[config.mk]
export PLATFORM = sky130hd
export DESIGN_NAME = axi4lite_apb_req_front_flat
export DESIGN_NICKNAME = d
export VERILOG_FILES = /design/src/rtl/bridge_pkg.sv /design/src/rtl/axi4lite_apb_req_front_if.sv /design/src/rtl/axi4lite_hold_reg.sv /design/src/rtl/axi4lite_apb_req_front.sv /design/src/flat_wrapper.sv
export SDC_FILE = /design/constraint.sdc
export NUM_CORES = 1
export LEC_CHECK = 0
export BUFFER_PORTS_ARGS = -buffer_cell sky130_fd_sc_hd__buf_4
export CAP_MARGIN = 0
export CORE_ASPECT_RATIO = 0.6
export CORE_UTILIZATION = 40
export DETAILED_ROUTE_END_ITERATION = 12
export HOLD_SLACK_MARGIN = 0.02
export PLACE_DENSITY = 0.65
export SYNTH_ARGS = -nofsm -noshare
export SYNTH_HDL_FRONTEND = slang
export SYNTH_HIERARCHICAL = 1
export SYNTH_SLANG_ARGS = --single-unit
[constraint.sdc]
create_clock -name PCLK -period 4.61 [get_ports PCLK]
set_input_delay 0.6915 -clock PCLK [delete_from_list [all_inputs] [get_ports PCLK]]
set_output_delay 0.6915 -clock PCLK [all_outputs]
set_load 0.005 [all_outputs]
[src/rtl/bridge_pkg.sv]
// Shared types and constants for the AXI4-Lite to APB bridge front end.
package bridge_pkg;

  localparam int ADDR_W = 32;
  localparam int DATA_W = 32;
  localparam int STRB_W = DATA_W / 8;
  localparam int PROT_W = 3;

  typedef enum logic [2:0] {
    ST_IDLE,
    ST_WR_REQ,
    ST_RD_REQ,
    ST_WR_RESP,
    ST_RD_RESP
  } state_e;

  localparam logic [1:0] RESP_OKAY   = 2'b00;
  localparam logic [1:0] RESP_SLVERR = 2'b10;
  localparam logic [1:0] RESP_DECERR = 2'b11;

endpackage

[src/rtl/axi4lite_apb_req_front_if.sv]
// AXI4-Lite slave channels plus the request/observe signals toward the APB master.
interface axi4lite_apb_req_front_if;
  import bridge_pkg::*;

  logic                AWVALID, AWREADY;
  logic [ADDR_W-1:0]   AWADDR;
  logic [PROT_W-1:0]   AWPROT;
  logic                WVALID, WREADY;
  logic [DATA_W-1:0]   WDATA;
  logic [STRB_W-1:0]   WSTRB;
  logic                BVALID, BREADY;
  logic [1:0]          BRESP;
  logic                ARVALID, ARREADY;
  logic [ADDR_W-1:0]   ARADDR;
  logic [PROT_W-1:0]   ARPROT;
  logic                RVALID, RREADY;
  logic [DATA_W-1:0]   RDATA;
  logic [1:0]          RRESP;
  logic                STREQ, SWRT, SSEL;
  logic [ADDR_W-1:0]   SADDR;
  logic [DATA_W-1:0]   SWDATA;
  logic [DATA_W-1:0]   SRDATA;
  logic                PENABLE, PREADY, PSLVERR;

  modport slave (
    input  AWVALID, AWADDR, AWPROT, WVALID, WDATA, WSTRB, BREADY,
           ARVALID, ARADDR, ARPROT, RREADY, SRDATA, PENABLE, PREADY, PSLVERR,
    output AWREADY, WREADY, BVALID, BRESP, ARREADY, RVALID, RDATA, RRESP,
           STREQ, SWRT, SSEL, SADDR, SWDATA
  );

  modport master (
    output AWVALID, AWADDR, AWPROT, WVALID, WDATA, WSTRB, BREADY,
           ARVALID, ARADDR, ARPROT, RREADY, SRDATA, PENABLE, PREADY, PSLVERR,
    input  AWREADY, WREADY, BVALID, BRESP, ARREADY, RVALID, RDATA, RRESP,
           STREQ, SWRT, SSEL, SADDR, SWDATA
  );

endinterface

[src/rtl/axi4lite_hold_reg.sv]
// One-entry valid/ready holding register; the consumer empties it with clr.
module axi4lite_hold_reg #(
  parameter int W = 32
) (
  input  logic         clk,
  input  logic         rst,
  input  logic         in_valid,
  output logic         in_ready,
  input  logic [W-1:0] in_data,
  input  logic         clr,
  output logic         full,
  output logic [W-1:0] data
);

  logic         full_q, full_d;
  logic         active_q;
  logic [W-1:0] data_q, data_d;

  always_comb begin
    full_d = full_q;
    data_d = data_q;
    if (clr) begin
      full_d = 1'b0;
    end else if (in_valid && in_ready) begin
      full_d = 1'b1;
      data_d = in_data;
    end
  end

  // active_q keeps READY low while reset is applied and for the first edge after it
  always_ff @(posedge clk or posedge rst) begin
    if (rst) begin
      full_q   <= 1'b0;
      active_q <= 1'b0;
    end else begin
      full_q   <= full_d;
      active_q <= 1'b1;
    end
  end

  always_ff @(posedge clk) begin
    data_q <= data_d;
  end

  assign in_ready = active_q && !full_q;
  assign full     = full_q;
  assign data     = data_q;

endmodule

[src/rtl/axi4lite_apb_req_front.sv]
// AXI4-Lite slave front end: decodes, arbitrates and issues one APB request at a time,
// then returns the B or R response once the APB access completes.
module axi4lite_apb_req_front
  import bridge_pkg::*;
#(
  parameter logic [31:0] c_base_addr   = 32'h0000_0000,
  parameter logic [31:0] c_addr_size   = 32'h0001_0000,
  parameter bit          c_strict_strb = 1'b1
) (
  input logic                       PCLK,
  input logic                       PRESET,
  axi4lite_apb_req_front_if.slave   bus
);

  logic                       aw_full, w_full, ar_full;
  logic                       aw_clr, w_clr, ar_clr;
  logic [PROT_W+ADDR_W-1:0]   aw_data, ar_data;
  logic [STRB_W+DATA_W-1:0]   w_data;

  axi4lite_hold_reg #(.W(PROT_W+ADDR_W)) u_aw_hold (
    .clk(PCLK), .rst(PRESET), .in_valid(bus.AWVALID), .in_ready(bus.AWREADY),
    .in_data({bus.AWPROT, bus.AWADDR}), .clr(aw_clr), .full(aw_full), .data(aw_data));

  axi4lite_hold_reg #(.W(STRB_W+DATA_W)) u_w_hold (
    .clk(PCLK), .rst(PRESET), .in_valid(bus.WVALID), .in_ready(bus.WREADY),
    .in_data({bus.WSTRB, bus.WDATA}), .clr(w_clr), .full(w_full), .data(w_data));

  axi4lite_hold_reg #(.W(PROT_W+ADDR_W)) u_ar_hold (
    .clk(PCLK), .rst(PRESET), .in_valid(bus.ARVALID), .in_ready(bus.ARREADY),
    .in_data({bus.ARPROT, bus.ARADDR}), .clr(ar_clr), .full(ar_full), .data(ar_data));

  logic [ADDR_W-1:0] aw_addr, ar_addr;
  logic [DATA_W-1:0] w_wdata;
  logic [STRB_W-1:0] w_strb;
  logic              unused_prot;

  assign aw_addr     = aw_data[ADDR_W-1:0];
  assign ar_addr     = ar_data[ADDR_W-1:0];
  assign w_wdata     = w_data[DATA_W-1:0];
  assign w_strb      = w_data[STRB_W+DATA_W-1:DATA_W];
  assign unused_prot = ^{aw_data[PROT_W+ADDR_W-1:ADDR_W], ar_data[PROT_W+ADDR_W-1:ADDR_W]};

  function automatic logic in_range(input logic [ADDR_W-1:0] a);
    return (a - c_base_addr) < c_addr_size;
  endfunction

  state_e            state_q, state_d;
  logic              last_wr_q, last_wr_d;
  logic              swrt_q, swrt_d;
  logic [ADDR_W-1:0] saddr_q, saddr_d;
  logic [DATA_W-1:0] swdata_q, swdata_d;
  logic [DATA_W-1:0] rdata_q, rdata_d;
  logic [1:0]        bresp_q, bresp_d, rresp_q, rresp_d;
  logic              wr_pend, rd_pend, apb_done, in_req;

  assign wr_pend  = aw_full && w_full;
  assign rd_pend  = ar_full;
  assign apb_done = bus.PENABLE && bus.PREADY;
  assign in_req   = (state_q == ST_WR_REQ) || (state_q == ST_RD_REQ);

  always_comb begin
    state_d   = state_q;
    last_wr_d = last_wr_q;
    swrt_d    = swrt_q;
    saddr_d   = saddr_q;
    swdata_d  = swdata_q;
    rdata_d   = rdata_q;
    bresp_d   = bresp_q;
    rresp_d   = rresp_q;
    aw_clr    = 1'b0;
    w_clr     = 1'b0;
    ar_clr    = 1'b0;
    case (state_q)
      ST_IDLE: begin
        // When both are pending, the type not served last goes first
        if (wr_pend && (!rd_pend || !last_wr_q)) begin
          if (!in_range(aw_addr)) begin
            state_d = ST_WR_RESP;
            bresp_d = RESP_DECERR;
            aw_clr  = 1'b1;
            w_clr   = 1'b1;
          end else if (c_strict_strb && (w_strb != {STRB_W{1'b1}})) begin
            state_d = ST_WR_RESP;
            bresp_d = RESP_SLVERR;
            aw_clr  = 1'b1;
            w_clr   = 1'b1;
          end else begin
            state_d  = ST_WR_REQ;
            saddr_d  = aw_addr;
            swdata_d = w_wdata;
            swrt_d   = 1'b1;
          end
        end else if (rd_pend) begin
          if (!in_range(ar_addr)) begin
            state_d = ST_RD_RESP;
            rresp_d = RESP_DECERR;
            ar_clr  = 1'b1;
          end else begin
            state_d = ST_RD_REQ;
            saddr_d = ar_addr;
            swrt_d  = 1'b0;
          end
        end
      end
      ST_WR_REQ: begin
        if (apb_done) begin
          state_d   = ST_WR_RESP;
          bresp_d   = bus.PSLVERR ? RESP_SLVERR : RESP_OKAY;
          aw_clr    = 1'b1;
          w_clr     = 1'b1;
          last_wr_d = 1'b1;
        end
      end
      ST_RD_REQ: begin
        if (apb_done) begin
          state_d   = ST_RD_RESP;
          rresp_d   = bus.PSLVERR ? RESP_SLVERR : RESP_OKAY;
          rdata_d   = bus.SRDATA;
          ar_clr    = 1'b1;
          last_wr_d = 1'b0;
        end
      end
      ST_WR_RESP: if (bus.BREADY) state_d = ST_IDLE;
      ST_RD_RESP: if (bus.RREADY) state_d = ST_IDLE;
      default:    state_d = ST_IDLE;
    endcase
  end

  always_ff @(posedge PCLK or posedge PRESET) begin
    if (PRESET) begin
      state_q   <= ST_IDLE;
      last_wr_q <= 1'b0;
      swrt_q    <= 1'b0;
      saddr_q   <= '0;
      swdata_q  <= '0;
      rdata_q   <= '0;
      bresp_q   <= RESP_OKAY;
      rresp_q   <= RESP_OKAY;
    end else begin
      state_q   <= state_d;
      last_wr_q <= last_wr_d;
      swrt_q    <= swrt_d;
      saddr_q   <= saddr_d;
      swdata_q  <= swdata_d;
      rdata_q   <= rdata_d;
      bresp_q   <= bresp_d;
      rresp_q   <= rresp_d;
    end
  end

  // STREQ drops in the completion cycle so the APB master does not start a second Setup
  assign bus.SSEL   = in_req;
  assign bus.STREQ  = in_req && !apb_done;
  assign bus.SWRT   = swrt_q;
  assign bus.SADDR  = saddr_q;
  assign bus.SWDATA = swdata_q;
  assign bus.BVALID = (state_q == ST_WR_RESP);
  assign bus.BRESP  = bresp_q;
  assign bus.RVALID = (state_q == ST_RD_RESP);
  assign bus.RRESP  = rresp_q;
  assign bus.RDATA  = rdata_q;

endmodule
[src/flat_wrapper.sv]
// flat-port wrapper written by rule: the top's interface ports become plain ports
module axi4lite_apb_req_front_flat import bridge_pkg::*;
#(
  parameter logic [31:0] c_base_addr   = 32'h0000_0000,
  parameter logic [31:0] c_addr_size   = 32'h0001_0000,
  parameter bit          c_strict_strb = 1'b1
)
  (PCLK, PRESET, bus_AWVALID, bus_AWADDR, bus_AWPROT, bus_WVALID, bus_WDATA, bus_WSTRB, bus_BREADY, bus_ARVALID, bus_ARADDR, bus_ARPROT, bus_RREADY, bus_SRDATA, bus_PENABLE, bus_PREADY, bus_PSLVERR, bus_AWREADY, bus_WREADY, bus_BVALID, bus_BRESP, bus_ARREADY, bus_RVALID, bus_RDATA, bus_RRESP, bus_STREQ, bus_SWRT, bus_SSEL, bus_SADDR, bus_SWDATA);
  axi4lite_apb_req_front_if bus_i ();
  input logic PCLK;
  input logic PRESET;
  input wire logic [$bits(bus_i.AWVALID)-1:0] bus_AWVALID;
  input wire logic [$bits(bus_i.AWADDR)-1:0] bus_AWADDR;
  input wire logic [$bits(bus_i.AWPROT)-1:0] bus_AWPROT;
  input wire logic [$bits(bus_i.WVALID)-1:0] bus_WVALID;
  input wire logic [$bits(bus_i.WDATA)-1:0] bus_WDATA;
  input wire logic [$bits(bus_i.WSTRB)-1:0] bus_WSTRB;
  input wire logic [$bits(bus_i.BREADY)-1:0] bus_BREADY;
  input wire logic [$bits(bus_i.ARVALID)-1:0] bus_ARVALID;
  input wire logic [$bits(bus_i.ARADDR)-1:0] bus_ARADDR;
  input wire logic [$bits(bus_i.ARPROT)-1:0] bus_ARPROT;
  input wire logic [$bits(bus_i.RREADY)-1:0] bus_RREADY;
  input wire logic [$bits(bus_i.SRDATA)-1:0] bus_SRDATA;
  input wire logic [$bits(bus_i.PENABLE)-1:0] bus_PENABLE;
  input wire logic [$bits(bus_i.PREADY)-1:0] bus_PREADY;
  input wire logic [$bits(bus_i.PSLVERR)-1:0] bus_PSLVERR;
  output wire logic [$bits(bus_i.AWREADY)-1:0] bus_AWREADY;
  output wire logic [$bits(bus_i.WREADY)-1:0] bus_WREADY;
  output wire logic [$bits(bus_i.BVALID)-1:0] bus_BVALID;
  output wire logic [$bits(bus_i.BRESP)-1:0] bus_BRESP;
  output wire logic [$bits(bus_i.ARREADY)-1:0] bus_ARREADY;
  output wire logic [$bits(bus_i.RVALID)-1:0] bus_RVALID;
  output wire logic [$bits(bus_i.RDATA)-1:0] bus_RDATA;
  output wire logic [$bits(bus_i.RRESP)-1:0] bus_RRESP;
  output wire logic [$bits(bus_i.STREQ)-1:0] bus_STREQ;
  output wire logic [$bits(bus_i.SWRT)-1:0] bus_SWRT;
  output wire logic [$bits(bus_i.SSEL)-1:0] bus_SSEL;
  output wire logic [$bits(bus_i.SADDR)-1:0] bus_SADDR;
  output wire logic [$bits(bus_i.SWDATA)-1:0] bus_SWDATA;
  assign bus_i.AWVALID = bus_AWVALID;
  assign bus_i.AWADDR = bus_AWADDR;
  assign bus_i.AWPROT = bus_AWPROT;
  assign bus_i.WVALID = bus_WVALID;
  assign bus_i.WDATA = bus_WDATA;
  assign bus_i.WSTRB = bus_WSTRB;
  assign bus_i.BREADY = bus_BREADY;
  assign bus_i.ARVALID = bus_ARVALID;
  assign bus_i.ARADDR = bus_ARADDR;
  assign bus_i.ARPROT = bus_ARPROT;
  assign bus_i.RREADY = bus_RREADY;
  assign bus_i.SRDATA = bus_SRDATA;
  assign bus_i.PENABLE = bus_PENABLE;
  assign bus_i.PREADY = bus_PREADY;
  assign bus_i.PSLVERR = bus_PSLVERR;
  assign bus_AWREADY = bus_i.AWREADY;
  assign bus_WREADY = bus_i.WREADY;
  assign bus_BVALID = bus_i.BVALID;
  assign bus_BRESP = bus_i.BRESP;
  assign bus_ARREADY = bus_i.ARREADY;
  assign bus_RVALID = bus_i.RVALID;
  assign bus_RDATA = bus_i.RDATA;
  assign bus_RRESP = bus_i.RRESP;
  assign bus_STREQ = bus_i.STREQ;
  assign bus_SWRT = bus_i.SWRT;
  assign bus_SSEL = bus_i.SSEL;
  assign bus_SADDR = bus_i.SADDR;
  assign bus_SWDATA = bus_i.SWDATA;
  axi4lite_apb_req_front #(.c_base_addr(c_base_addr), .c_addr_size(c_addr_size), .c_strict_strb(c_strict_strb)) u_core (.PCLK(PCLK), .PRESET(PRESET), .bus(bus_i));
endmodule
* After elaboration in Yosys (flattened, before gate mapping)
Cells that the tools add are included.
W data, S select, Z words.
** Storage, ports and cells
- Register bits :: 209
- Logic and storage cells :: 121
- Output and inout port bits :: 108
** Cells by class
- Bitwise gates (word level) :: 3
- $lt $le $gt $ge :: 2
- Multiplexer cells :: 48
- Eq/ne operators :: 17
- Reduce and logical (&&, ||, !) cells :: 36
** Operators with widths (count)
- $mux W32 :: 5
- $lt A32 B17 Y1 const B :: 2
- $mux W3 :: 8
- $mux W1 :: 20
- $mux W2 :: 9
- $reduce_bool A2 Y1 :: 8
- $pmux W3 S5 :: 1
- $reduce_and A5 Y1 :: 3
- $ne A2 B2 Y1 const B :: 7
- $logic_and A1 B1 Y1 :: 10
- $pmux W2 S2 :: 2
- $reduce_and A2 Y1 :: 4
- $reduce_and A4 Y1 :: 2
- $eq A3 B2 Y1 const B :: 2
- $ne A2 B1 Y1 const B :: 3
- $pmux W1 S2 :: 3
- $logic_not A1 Y1 :: 5
- $ne A4 B4 Y1 const B :: 1
- $eq A3 B1 Y1 const B :: 1
- $eq A3 B3 Y1 const B :: 1
- $logic_not A3 Y1 :: 1
- $ne A3 B2 Y1 const B :: 1
- $ne A3 B3 Y1 const B :: 1
- $not A1 Y1 :: 3
- 2 further kinds :: 3

* Logic depth before layout (Yosys ltp)
- Word-level depth :: 7
- Depth in mapped cells :: 7

* Hierarchy
The synthesis kept the hierarchy.
** By module, submodules not included
- axi4lite_apb_req_front :: instances 1, cells each 316, area each 4421.7 sq um
- axi4lite_hold_reg at u_core.u_ar_hold ... :: instances 2, cells each 43, area each 1139.8 sq um
- axi4lite_hold_reg at u_core.u_w_hold :: instances 1, cells each 44, area each 1169.9 sq um

* Worst setup path before layout
No wires, ideal clock.
- Path kind :: flip-flop to flip-flop
- From :: reg u_core.u_aw_hold.data_q[22] (netlist: u_core/u_aw_hold/data[22])
- To :: reg u_core.u_w_hold.data_q[0] (netlist: u_core/u_w_hold/data[0]) (enable)
- Required time :: 4.213 ns
- Period minus slack after synthesis :: 2.771 ns
- Stages on the path, launching flop included :: 6
- Setup slack :: 1.839 ns
- Arrival :: 2.374 ns
- Cells stage by stage :: edfxtp_1 > nor4_2 > nand4_2 > o211ai_1 > nand2_1 > and3b_1
** On the way
- Word-level cells in the longest chain between the ends :: 6
** RTL lines
- start, declared :: line axi4lite_hold_reg.sv:17 : logic [W-1:0] data_q, data_d;
- start signal, assigned :: line axi4lite_hold_reg.sv:42 : data_q <= data_d;
- $lt A32 B17 Y1 :: line axi4lite_apb_req_front.sv:44 : return (a - c_base_addr) < c_addr_size;
- $mux W1 (2 in series)
- $pmux W1 S2
- via u_core.aw_clr :: line axi4lite_apb_req_front.sv:16 : logic aw_clr, w_clr, ar_clr;
- $not A1 Y1 (no source line)
- $reduce_and A2 Y1 (no source line)
- end signal, assigned :: line axi4lite_hold_reg.sv:42
- end, declared :: line axi4lite_hold_reg.sv:17
The timed path passes the listed nets, and every way through them passes these cells.
A chain may end at the register's enable or synchronous reset.

* Final worst setup path
- From :: reg u_core.u_aw_hold.data_q[26] (netlist: u_core/u_aw_hold/data[26])
- To :: reg u_core.u_w_hold.data_q[2] (netlist: u_core/u_w_hold/data[2]) (enable)
Same word-level chain as after synthesis.

==> run_results.csv <==
group,metric,value,unit
finish,num-nets-final,850,
power_and_ir_drop,irDropWorstVdd,313,uV
sta,setup_violations,0,
detailed_routing,drt_first_pass_iters,4,
setup_path,crit_path_start_kind,"flop",
setup_path,end_kind,"flop",
setup_path,cp.required,4730,ps
clocking,path_clk_slew,60,ps
clocking,post_cts_buffers,0,
synth,yosysWarnings,6,
sta,slew_viol_final,0,
finish,drive_above_1_share,51.7,%
clocking,cts_buffers,20,
clocking,cts_resized,0,
run_status,status,"finished, final reports clean",
power_and_ir_drop,p_sw,1.30,mW
grt,grt_usage,17.4,%
place,dp_hpwl,12100,um
power_and_ir_drop,power_frac_seq,48.6,%
detailed_routing,totalWireLength,17100,um
clocking,cts_root_buf,"clkbuf_16",
sta,rsz0062_at_grt,"no",
detailed_routing,ant_nets,0,
setup_path,r2r_cells,5,
setup_path,r2r-start,"u_core/u_aw_hold/data[26]",
setup_path,cpLargestDelayFamily,"simple AND/OR/NAND/NOR gates",
setup_path,cp_slowest_cell,"and3b_2",
grt,overflow,0,
sta,worst_pin_slew,1050,ps
detailed_routing,drt-vias-per-instance,4.73,
sta,clock-skew-final,10.2,ps
die,die_h,109,um
detailed_routing,wl_per_cell,17.9,um
setup_path,crit_chain,"nor4_2 > nand4_2 > o211ai_1 > nand2_1 > and3b_2",
clocking,cts_sinks,211,
grt,antenna_found_initial,0,
synth,syn_area,0.00769,sq mm
setup_path,crit_fanout,36,
finish,diodes,0,
power_and_ir_drop,powerDensity,486,mW/mm^2
grt,grt_pass1_wl,26600,um
synth,synth_cells,440,
power_and_ir_drop,clockPowerShare,31.5,%
setup_path,path_class,"reg -> reg",
synth,syn-num-nets,588,
die,ios,256,
finish,fillCellCount,1500,
setup_path,slowest_delay,860,ps
power_and_ir_drop,power_switching_share,25.6,%
die,rows,38,
clocking,clkLatencyLatePin,490,ps
power_and_ir_drop,p_leak,4.72,nW
sta,tns,0,ps
sta,fin_crit,3040,ps
clocking,clockBufferDepth,3,
setup_path,r2r_end,"u_core/u_w_hold/data[2]",
sta,post-route-period-util,65.9,%
die,die-area,0.0198,sq mm
finish,area_delta_synth_final,35.9,%
min_path,hp-class,"in -> async",
sta,fin_worst_hold_slack,88.8,ps
clocking,cts_hold_buf,0,
die,core,0.0184,sq mm
grt,grt_pass1_vias,4823,
die,die_width,181,um
clocking,htree_levels,1,
sta,max_freq,329,MHz
synth,avgSynthCellArea,17.5,sq um
finish,final_cell_mix,"buf_4 (253), dfrtp_1 (111), edfxtp_1 (100)",
place,port_buffers,249,
detailed_routing,post-route-drc-count,0,
clocking,tritoncts,"done",
die,initial_core_util,41.7,%
detailed_routing,drt_iter0_markers,153,
power_and_ir_drop,p_int,3.77,mW
detailed_routing,dr_total_vias,4522,
sta,slew_headroom,30.1,%
setup_path,worst-path-buf-inv,0,
grt,grt_start_max_net_pins,74,
job,cap_violations,0,
place,place_congestion,0.778,
sta,hold_viol,0,
finish,final_common_cell,"buf_4",
setup_path,cp.arrival,3150,ps
setup_path,r2r_slack,1570,ps
power_and_ir_drop,p_comb_share,19.9,%
-- sequential cells by signal, summed over array words and instances, names as in the netlist --
name	flops
u_core/u_w_hold/data	36
u_core/u_w_hold/active_q	1
u_core/bus.BRESP	2
u_core/u_aw_hold/data	32
u_core/bus.SWDATA	32
u_core/u_ar_hold/data	32
u_core/u_ar_hold/full	1
u_core/u_aw_hold/active_q	1
u_core/bus.SWRT	1
u_core/bus.SADDR	32
u_core/u_aw_hold/full	1
u_core/u_ar_hold/active_q	1
u_core/bus.RRESP	2
u_core/u_w_hold/full	1
u_core/last_wr_q	1
u_core/state_q	3
u_core/bus.RDATA	32
-- final cells by class --
cell class              count  area, sq um  share of cell area, %
multi-input cells         193         1750                   16.7
inverters                  23         88.8                  0.850
clock buffers              27          568                   5.43
clock inverters             9         68.8                  0.658
repair buffers            253         1900                   18.2
well taps                 240          300                   2.87
flip-flops and latches    211         5780                   55.3
-- through the flow --
step	utilization, %	power, mW	instance area, sq um	worst slack [ps]	std cells
4_1_cts	56.7	5.14	10500	1610	956
3_5_place_dp	53.2	3.53	9820	1620	920
3_3_place_gp	53.2	3.47	9820	1700	920
2_1_floorplan	-	2.98	7690	1160	440
6_report	56.7	5.07	10500	1570	956
5_1_grt	56.7	5.33	10500	1380	956
-- how the worst max path moves through the flow --
stage / from / end / slack [ps] / depth (start not counted)
after floorplan: PRESET / u_core/bus.BRESP[0] / 1160 / 1
after global placement: u_core/u_aw_hold/data[26] / u_core/u_w_hold/data[0] / 1700 / 5
after detailed placement: u_core/u_aw_hold/data[26] / u_core/u_w_hold/data[13] / 1620 / 5
after CTS: u_core/u_aw_hold/data[27] / u_core/u_w_hold/data[6] / 1610 / 5
after global routing: u_core/u_aw_hold/data[27] / u_core/u_w_hold/data[28] / 1380 / 5
final: u_core/u_aw_hold/data[26] / u_core/u_w_hold/data[2] / 1570 / 5
-- power by group through the flow --
stage          registers [mW]  logic [mW]  clock network, mW
2_1_floorplan            2.46       0.524                  0
3_3_place_gp             2.48       0.994                  0
3_5_place_dp             2.50        1.03                  0
4_1_cts                  2.47        1.03               1.65
5_1_grt                  2.50        1.11               1.72
6_report                 2.46        1.01               1.60
-- per-layer routing --
metal	GRT usage [%]	wire, um	vias up
met2	26.6	7450	163
li1	-	-	2121
met1	23.6	7740	2212
met4	4.66	361	0
met5	0	0	-
met3	6.16	1530	26
No activity file was read; power rests on OpenSTA's default activity.
